### src/rtl/sobel_mag_pipe.sv
// sobel_mag_pipe
//   Multi-lane gradient-magnitude stage placed between the Sobel X/Y filters
//   and edge thinning. For each lane it forms either gx^2+gy^2 (L2) or
//   |gx|+|gy| (L1), compares the result against a threshold, normalises it by
//   a right shift and saturates it to OW bits. The block also tracks the frame
//   pixel address. Both sides use valid/ready with full backpressure.
//
// Ports
//   clk, reset        clock and synchronous active-high reset
//   start_i           frame start pulse; honoured only while idle
//   cfg_mode_i        0 = L2, 1 = L1; captured when start is accepted
//   cfg_thresh_i      pre-shift magnitude threshold; captured on start
//   in_valid_i/in_ready_o, in_gx_i/in_gy_i
//                     signed gradient beat, lane 0 in the LSBs
//   out_valid_o/out_ready_i, out_mag_o/out_edge_o/out_addr_o
//                     result beat; out_addr_o is the address of lane 0
//   busy_o            high while a frame is running or draining
//   frame_done_o      one-cycle pulse after the last beat has left
module sobel_mag_pipe #(
   parameter int GW         = 9,
   parameter int OW         = 8,
   parameter int LANES      = 2,
   parameter int CNTW       = 24,
   parameter int START_ADDR = 770,
   parameter int END_ADDR   = 523518,
   parameter int L2_SHIFT   = 9,
   parameter int L1_SHIFT   = 1
) (
   input  logic                  clk,
   input  logic                  reset,
   input  logic                  start_i,
   input  logic                  cfg_mode_i,
   input  logic [2*GW-1:0]       cfg_thresh_i,
   input  logic                  in_valid_i,
   output logic                  in_ready_o,
   input  logic [LANES*GW-1:0]   in_gx_i,
   input  logic [LANES*GW-1:0]   in_gy_i,
   output logic                  out_valid_o,
   input  logic                  out_ready_i,
   output logic [LANES*OW-1:0]   out_mag_o,
   output logic [LANES-1:0]      out_edge_o,
   output logic [CNTW-1:0]       out_addr_o,
   output logic                  busy_o,
   output logic                  frame_done_o
);
   localparam int TW = 2 * GW;
   // One extra bit so that addr+LANES never wraps in the end-of-window compare.
   localparam logic [CNTW:0]   END_W   = (CNTW + 1)'(END_ADDR);
   localparam logic [TW-1:0]   SAT_MAX = TW'(2 ** OW - 1);

   typedef enum logic [1:0] {ST_IDLE, ST_RUN, ST_DRAIN} state_t;

   state_t                    state_q, state_d;
   logic                      frame_done_q;
   logic                      mode_q;
   logic [TW-1:0]             thresh_q;
   logic [CNTW-1:0]           addr_q;

   logic                      s1_valid_q;
   logic [LANES-1:0][TW-1:0]  s1_term_q;
   logic [LANES-1:0]          s1_lane_ok_q;
   logic [CNTW-1:0]           s1_addr_q;
   logic                      s1_last_q;

   logic                      out_valid_q;
   logic [LANES-1:0][OW-1:0]  out_mag_q;
   logic [LANES-1:0]          out_edge_q;
   logic [CNTW-1:0]           out_addr_q;
   logic                      out_last_q;

   logic                      en;
   logic                      accept;
   logic                      last_beat;
   logic                      last_out;
   logic [LANES-1:0][TW-1:0]  term_d;
   logic [LANES-1:0]          lane_ok_d;
   logic [LANES-1:0][OW-1:0]  mag_d;
   logic [LANES-1:0]          edge_d;

   // The whole pipe advances together; the output register frees up either
   // when it is empty or when downstream takes its beat this cycle.
   assign en         = !out_valid_q || out_ready_i;
   assign in_ready_o = (state_q == ST_RUN) && en;
   assign accept     = in_valid_i && in_ready_o;
   assign last_beat  = ({1'b0, addr_q} + (CNTW + 1)'(LANES)) > END_W;
   assign last_out   = out_valid_q && out_ready_i && out_last_q;

   // ---------------- control FSM ----------------
   always_ff @(posedge clk) begin
      if (reset) begin
         state_q      <= ST_IDLE;
         frame_done_q <= 1'b0;
      end else begin
         state_q      <= state_d;
         frame_done_q <= (state_q == ST_DRAIN) && last_out;
      end
   end

   always_comb begin
      state_d = state_q;
      busy_o  = (state_q != ST_IDLE);
      unique case (state_q)
         ST_IDLE:  if (start_i)               state_d = ST_RUN;
         ST_RUN:   if (accept && last_beat)   state_d = ST_DRAIN;
         ST_DRAIN: if (last_out)              state_d = ST_IDLE;
         default:                             state_d = ST_IDLE;
      endcase
   end

   // ---------------- frame configuration and address ----------------
   always_ff @(posedge clk) begin
      if (reset) begin
         mode_q   <= 1'b0;
         thresh_q <= '0;
         addr_q   <= CNTW'(START_ADDR);
      end else if (state_q == ST_IDLE && start_i) begin
         mode_q   <= cfg_mode_i;
         thresh_q <= cfg_thresh_i;
         addr_q   <= CNTW'(START_ADDR);
      end else if (accept) begin
         addr_q   <= addr_q + CNTW'(LANES);
      end
   end

   // ---------------- per-lane datapath ----------------
   for (genvar gi = 0; gi < LANES; gi++) begin : g_lane
      logic signed [TW-1:0] gx_w, gy_w;
      logic [TW-1:0]        sq, ax, ay, shifted;

      // Widen before squaring/negating so that -2^(GW-1) is handled exactly.
      assign gx_w = {{(TW - GW){in_gx_i[gi*GW + GW - 1]}}, in_gx_i[gi*GW +: GW]};
      assign gy_w = {{(TW - GW){in_gy_i[gi*GW + GW - 1]}}, in_gy_i[gi*GW +: GW]};
      assign sq   = $unsigned(gx_w * gx_w) + $unsigned(gy_w * gy_w);
      assign ax   = gx_w[TW-1] ? $unsigned(-gx_w) : $unsigned(gx_w);
      assign ay   = gy_w[TW-1] ? $unsigned(-gy_w) : $unsigned(gy_w);

      assign term_d[gi]    = mode_q ? (ax + ay) : sq;
      // Lanes beyond the window end are still computed but blanked in S2.
      assign lane_ok_d[gi] = ({1'b0, addr_q} + (CNTW + 1)'(gi)) <= END_W;

      assign shifted    = mode_q ? (s1_term_q[gi] >> L1_SHIFT)
                                 : (s1_term_q[gi] >> L2_SHIFT);
      assign edge_d[gi] = s1_lane_ok_q[gi] && (s1_term_q[gi] > thresh_q);
      assign mag_d[gi]  = !edge_d[gi]        ? '0 :
                          (shifted > SAT_MAX) ? '1 : shifted[OW-1:0];
   end

   // ---------------- pipeline registers ----------------
   always_ff @(posedge clk) begin
      if (reset) begin
         s1_valid_q   <= 1'b0;
         s1_term_q    <= '0;
         s1_lane_ok_q <= '0;
         s1_addr_q    <= '0;
         s1_last_q    <= 1'b0;
         out_valid_q  <= 1'b0;
         out_mag_q    <= '0;
         out_edge_q   <= '0;
         out_addr_q   <= '0;
         out_last_q   <= 1'b0;
      end else if (en) begin
         s1_valid_q <= accept;
         if (accept) begin
            s1_term_q    <= term_d;
            s1_lane_ok_q <= lane_ok_d;
            s1_addr_q    <= addr_q;
            s1_last_q    <= last_beat;
         end
         out_valid_q <= s1_valid_q;
         if (s1_valid_q) begin
            out_mag_q  <= mag_d;
            out_edge_q <= edge_d;
            out_addr_q <= s1_addr_q;
            out_last_q <= s1_last_q;
         end
      end
   end

   assign out_valid_o  = out_valid_q;
   assign out_mag_o    = out_mag_q;
   assign out_edge_o   = out_edge_q;
   assign out_addr_o   = out_addr_q;
   assign frame_done_o = frame_done_q;

endmodule

### config.mk
export PLATFORM = sky130hd
export DESIGN_NAME = sobel_mag_pipe
export DESIGN_NICKNAME = d
export VERILOG_FILES = /design/src/rtl/sobel_mag_pipe.sv
export SDC_FILE = /design/constraint.sdc
export NUM_CORES = 1
export LEC_CHECK = 0
export ABC_AREA = 1
export CORE_MARGIN = 2
export CORE_UTILIZATION = 35
export CTS_CLUSTER_DIAMETER = 120
export CTS_CLUSTER_SIZE = 8
export DETAILED_ROUTE_END_ITERATION = 8
export HOLD_SLACK_MARGIN = 0.02
export PLACE_DENSITY = 0.49
export SETUP_SLACK_MARGIN = 0.4
export SLEW_MARGIN = 10
export SYNTH_ARGS = -nofsm -noshare
export SYNTH_HDL_FRONTEND = slang
export SYNTH_SLANG_ARGS = --single-unit
### constraint.sdc
create_clock -name clk -period 22.2 [get_ports clk]
set_input_delay 6.66 -clock clk [delete_from_list [all_inputs] [get_ports clk]]
set_output_delay 6.66 -clock clk [all_outputs]
set_load 0.01 [all_outputs]
* Word level (Yosys, flattened, before mapping) *
Index checks and enable logic that the tools add are counted.

cells by class
  reduce and logical (&&, ||, !) cells = 17
  multiply operators = 4
  order comparisons = 7
  equality and inequality tests = 5
  $add $sub $neg = 11
  multiplexer cells = 16

operators with widths
  cell                                                              number
  2-to-1 mux 18 bit                                                 6
  adder 18 bit                                                      4
  multiplier 9 x 9 -> 18 bit                                        4
  negator 9 -> 18 bit                                               4
  > comparator 18 bit                                               2
  > comparator 17 x 8 -> 1 bit, second input constant               2
  2-to-1 mux 17 bit                                                 2
  2-to-1 mux 8 bit                                                  4
  adder 24 x 1 -> 25 bit, second input constant                     1
  adder 24 x 2 -> 25 bit, second input constant                     1
  > comparator 25 x 19 -> 1 bit, second input constant              1
  less-or-equal comparator 25 x 19 -> 1 bit, second input constant  1
  adder 24 x 2 -> 24 bit, second input constant                     1
  less-or-equal comparator 24 x 19 -> 1 bit, second input constant  1
  logical AND 1 bit                                                 9
  2-to-1 mux 2 bit                                                  3
  one-hot mux 2 bit (3 select lines)                                1
  != test 2 bit, second input constant                              2
  AND reduction 2 bit                                               2
  AND reduction 3 bit                                               1
  == test 2 x 1 -> 1 bit, second input constant                     1
  == test 2 bit, second input constant                              1
  logical NOT 2 bit                                                 1
  != test 2 x 1 -> 1 bit, second input constant                     1
  4 further kinds                                                   4

word-level totals
  output and inout port bits = 46
  bits in registers = 154
  logic and storage cells = 77
  bits of input ports = 60

* Longest topological paths before layout *
  word-level depth = 7
  gate-level depth with buffers = 33
  depth with buffers taken out = 32

* Worst setup path after synthesis *
Ideal clock, no wire load.

  path type = input port to output port
  start point = input out_ready_i
  end point = output in_ready_o
  required time = 15,540 ps
  path buffers = 0
  setup slack = 8,598 ps
  data arrival time = 6,942 ps
  stages on the path = 2
  cell sequence = nor2_1 nor2_1

between the ends
  word-level cells in the longest chain between the ends = 2

ends and longest elaborated chain
  what                line  text
  start: declaration  39    input logic out_ready_i,
  logical OR 1 bit    82    assign en = !out_valid_q || out_ready_i;
  logical AND 1 bit   83    assign in_ready_o = (state_q == ST_RUN) && en;
  end: declaration    35    output logic in_ready_o,

Every way passes these cells.

* Worst setup path in the final report *
Same ends and word-level chain as after synthesis.

==> impl_metrics.tcl <==
set metrics [dict create \
    ios 106 \
    gp_congestion 0.861 \
    regArea_sq_um 3020 \
    drtAntennaViolNets 0 \
    final.min_clock_period_ns 14.64 \
    finalSetupTns_ns 0 \
    post-route-drc-count 0 \
    initialDrtViolationCount 974 \
    yosys_warnings 0 \
    outcome "completed" \
    clk_latency_ns 0.43 \
    core-area_sq_um 60500 \
    synth.avg_cell_area_sq_um 7.53 \
    rows 90 \
    netlist_area_sq_um 21400 \
    hold_path.startpoint "s1_addr_q[23]" \
    ys_seq_area_frac 0.141 \
    ys_top_cells_by_area "fa_1 26%, ha_1 15%, dfxtp_1 14%" \
    cts_hold_buf 0 \
    fin_nets 3498 \
    synth_top_family_by_area "adder cells" \
    vias 17913 \
    final_area_sq_um 23900 \
    hold_path_class "flip-flop to flip-flop" \
    placed_area_sq_um 23300 \
    multi_input_area_sq_um 15900 \
    cp_slowest_cell "clkdlybuf4s50_1" \
    nFillCells 6299 \
    postCtsSetupBuffers 0 \
    r2r_end "addr_q[7]" \
    min_to "out_addr_o[23]" \
    synthAdderAreaFrac 0.404 \
    num_antenna_cells 0 \
    synth_xor_xnor_area_share 0.0323 \
    mostFrequentLayoutCell "inv_1" \
    cts_tree "yes" \
    rsz0062_at_grt "false" \
    track_usage 0.188 \
    cp_cell_sequence "clkdlybuf4s50_1, nor2_1, nor2_1, clkdlybuf4s50_1" \
    critical_path.max_stage_delay_ns 0.56 \
    max_freq_ghz 0.0683 \
    critPathCaptureType "output pin" \
    slew_viol_final 0 \
    maxCapViolCount 0 \
    die_w_um 251 \
    vias_per_cell 4.84 \
    final_cells 3704 \
    clockRootBuffer "clkbuf_16" \
    htreeDepth 4 \
    r2r_start "state_q[1]" \
    critPathMaxFanout 4 \
    finalHoldViolCount 0 \
    grt_first_pass_wirelength_um 96000 \
    cts.sink_count 151 \
    cts-resized-gates 0 \
    critical_path_class "primary input to output pin" \
    grt_pass1_vias 18322 \
    synth_ff_type "dfxtp_1" \
    place_inst 3673 \
    worst-r2r-setup-slack_ns 19.50 \
    portBuffers 104 \
    antenna_found_initial 0 \
    ys_seq_elements 151 \
    startpoint_type "primary input" \
    routed_wl_um 57400 \
    worst_pin_slew_ns 1.12 \
    drive_gt1_frac 0.0315 \
    crit_start "out_ready_i" \
    synth-edff-count 0 \
    cts.path.max_buffers 2 \
    drtPass1Iterations 5 \
    relSlewSlack 0.253 \
    synth_top_cell_by_area "fa_1" \
    synth_top_area_share 0.256 \
    setup_viol 0 \
    wl_per_cell_um 15.5 \
    period_share 0.660 \
    dp_hpwl_um 46600 \
    clk_pin_slew_ns 0.06 \
    die_area_sq_um 63200 \
    crit_arrival_ns 7.98 \
    synth_compound_area_frac 0.119 \
    grt_max_degree 109 \
    synthCells 2846 \
    cp_data_required_time_ns 15.54 \
    synthSimpleGateAreaFrac 0.180 \
    overflow 0 \
    initial_core_util 0.355 \
    synthMuxAreaShare 0 \
    cts_buffers 17 \
    area_growth_pct 11.6 \
    dieHeight_um 251 \
    ys_types 51 \
    synth_async_sr_flop_share 0 \
    final_cell_mix "594 x inv_1, 523 x nand2_1, 274 x fa_1, 254 x ha_1, 203 x a21oi_1" \
    fin_worst_skew_ns 0.00634 \
    holdPathStages 2 \
    ff2ff_path_depth 11 \
]
-- registers in the layout, summed over array words and instances, names as in the netlist --
register and cells:
s1_term_q 36, addr_q 23, out_addr_o 23, s1_addr_q 23
thresh_q 18, out_mag_o 16, out_edge_o 2, s1_lane_ok_q 2
state_q 2, frame_done_o 1, mode_q 1, out_last_q 1
out_valid_o 1, s1_last_q 1, s1_valid_q 1
-- cell usage after synthesis, types with 5 or more instances --
cell and number:
nor3_1 24, a211oi_1 7, nor2_1 191, o21ai_0 175, nand2_1 524, xnor2_1 22, fa_1 274, nor4_1 11
nor2_2 9, ha_1 254, nand2_2 9, o21bai_1 15, o211ai_1 9, or2_2 7, nor3b_1 6, clkbuf_1 86
xor2_1 57, inv_1 595, dfxtp_1 151, a31oi_1 22, a21o_1 9, nand3_1 104, nand4_1 22, a21oi_1 203
nand3b_1 5
-- worst max-delay path by stage --
stage,end,slack (ns)
final,in_ready_o,7.56
after global placement,in_ready_o,7.57
after global routing,in_ready_o,7.48
after CTS,in_ready_o,7.54
after floorplan,in_ready_o,8.60
after detailed placement,in_ready_o,7.55
-- layout make-up --
cell class / instances / share of cell area
tap: 782 / 0.0409
timing repair buffer: 120 / 0.0483
inverter: 601 / 0.0943
sequential: 151 / 0.126
multi-input combinational: 2019 / 0.663
clock buffer: 17 / 0.0178
clock inverter: 14 / 0.00931
-- cell families after synthesis --
logic type      count (synthesis)
simple gates                  923
buf+inv                       696
fa+ha+maj                     528
compound gates                468
flops                         151
xor+xnor                       79
other cells                     1
-- worst max-delay path, delay by kind of cell --
kind,cells,cell delay [ns]
buf+inv,2,1.06
simple gates,2,0.26
-- stage by stage --
| stage | util | setup WS (ns) | hold slack (ns) |
|---|---|---|---|
| 2_1_floorplan | - | 8.60 | 0.430 |
| 3_3_place_gp | 0.385 | 7.57 | 0.449 |
| 3_5_place_dp | 0.385 | 7.55 | 0.454 |
| 4_1_cts | 0.396 | 7.54 | 0.464 |
| 5_1_grt | 0.396 | 7.48 | 0.487 |
| 6_report | 0.396 | 7.56 | 0.461 |
-- layer usage --
metal	vias up	share of wire	track usage
met5	-	0	0
met4	0	0.012	0.0327
met3	47	0.031	0.0135
met2	311	0.44	0.305
met1	8551	0.51	0.277
li1	9004	-	-
Power is not shown: default switching activity piles up to over one toggle a cycle in this logic, so the estimate is an artifact.
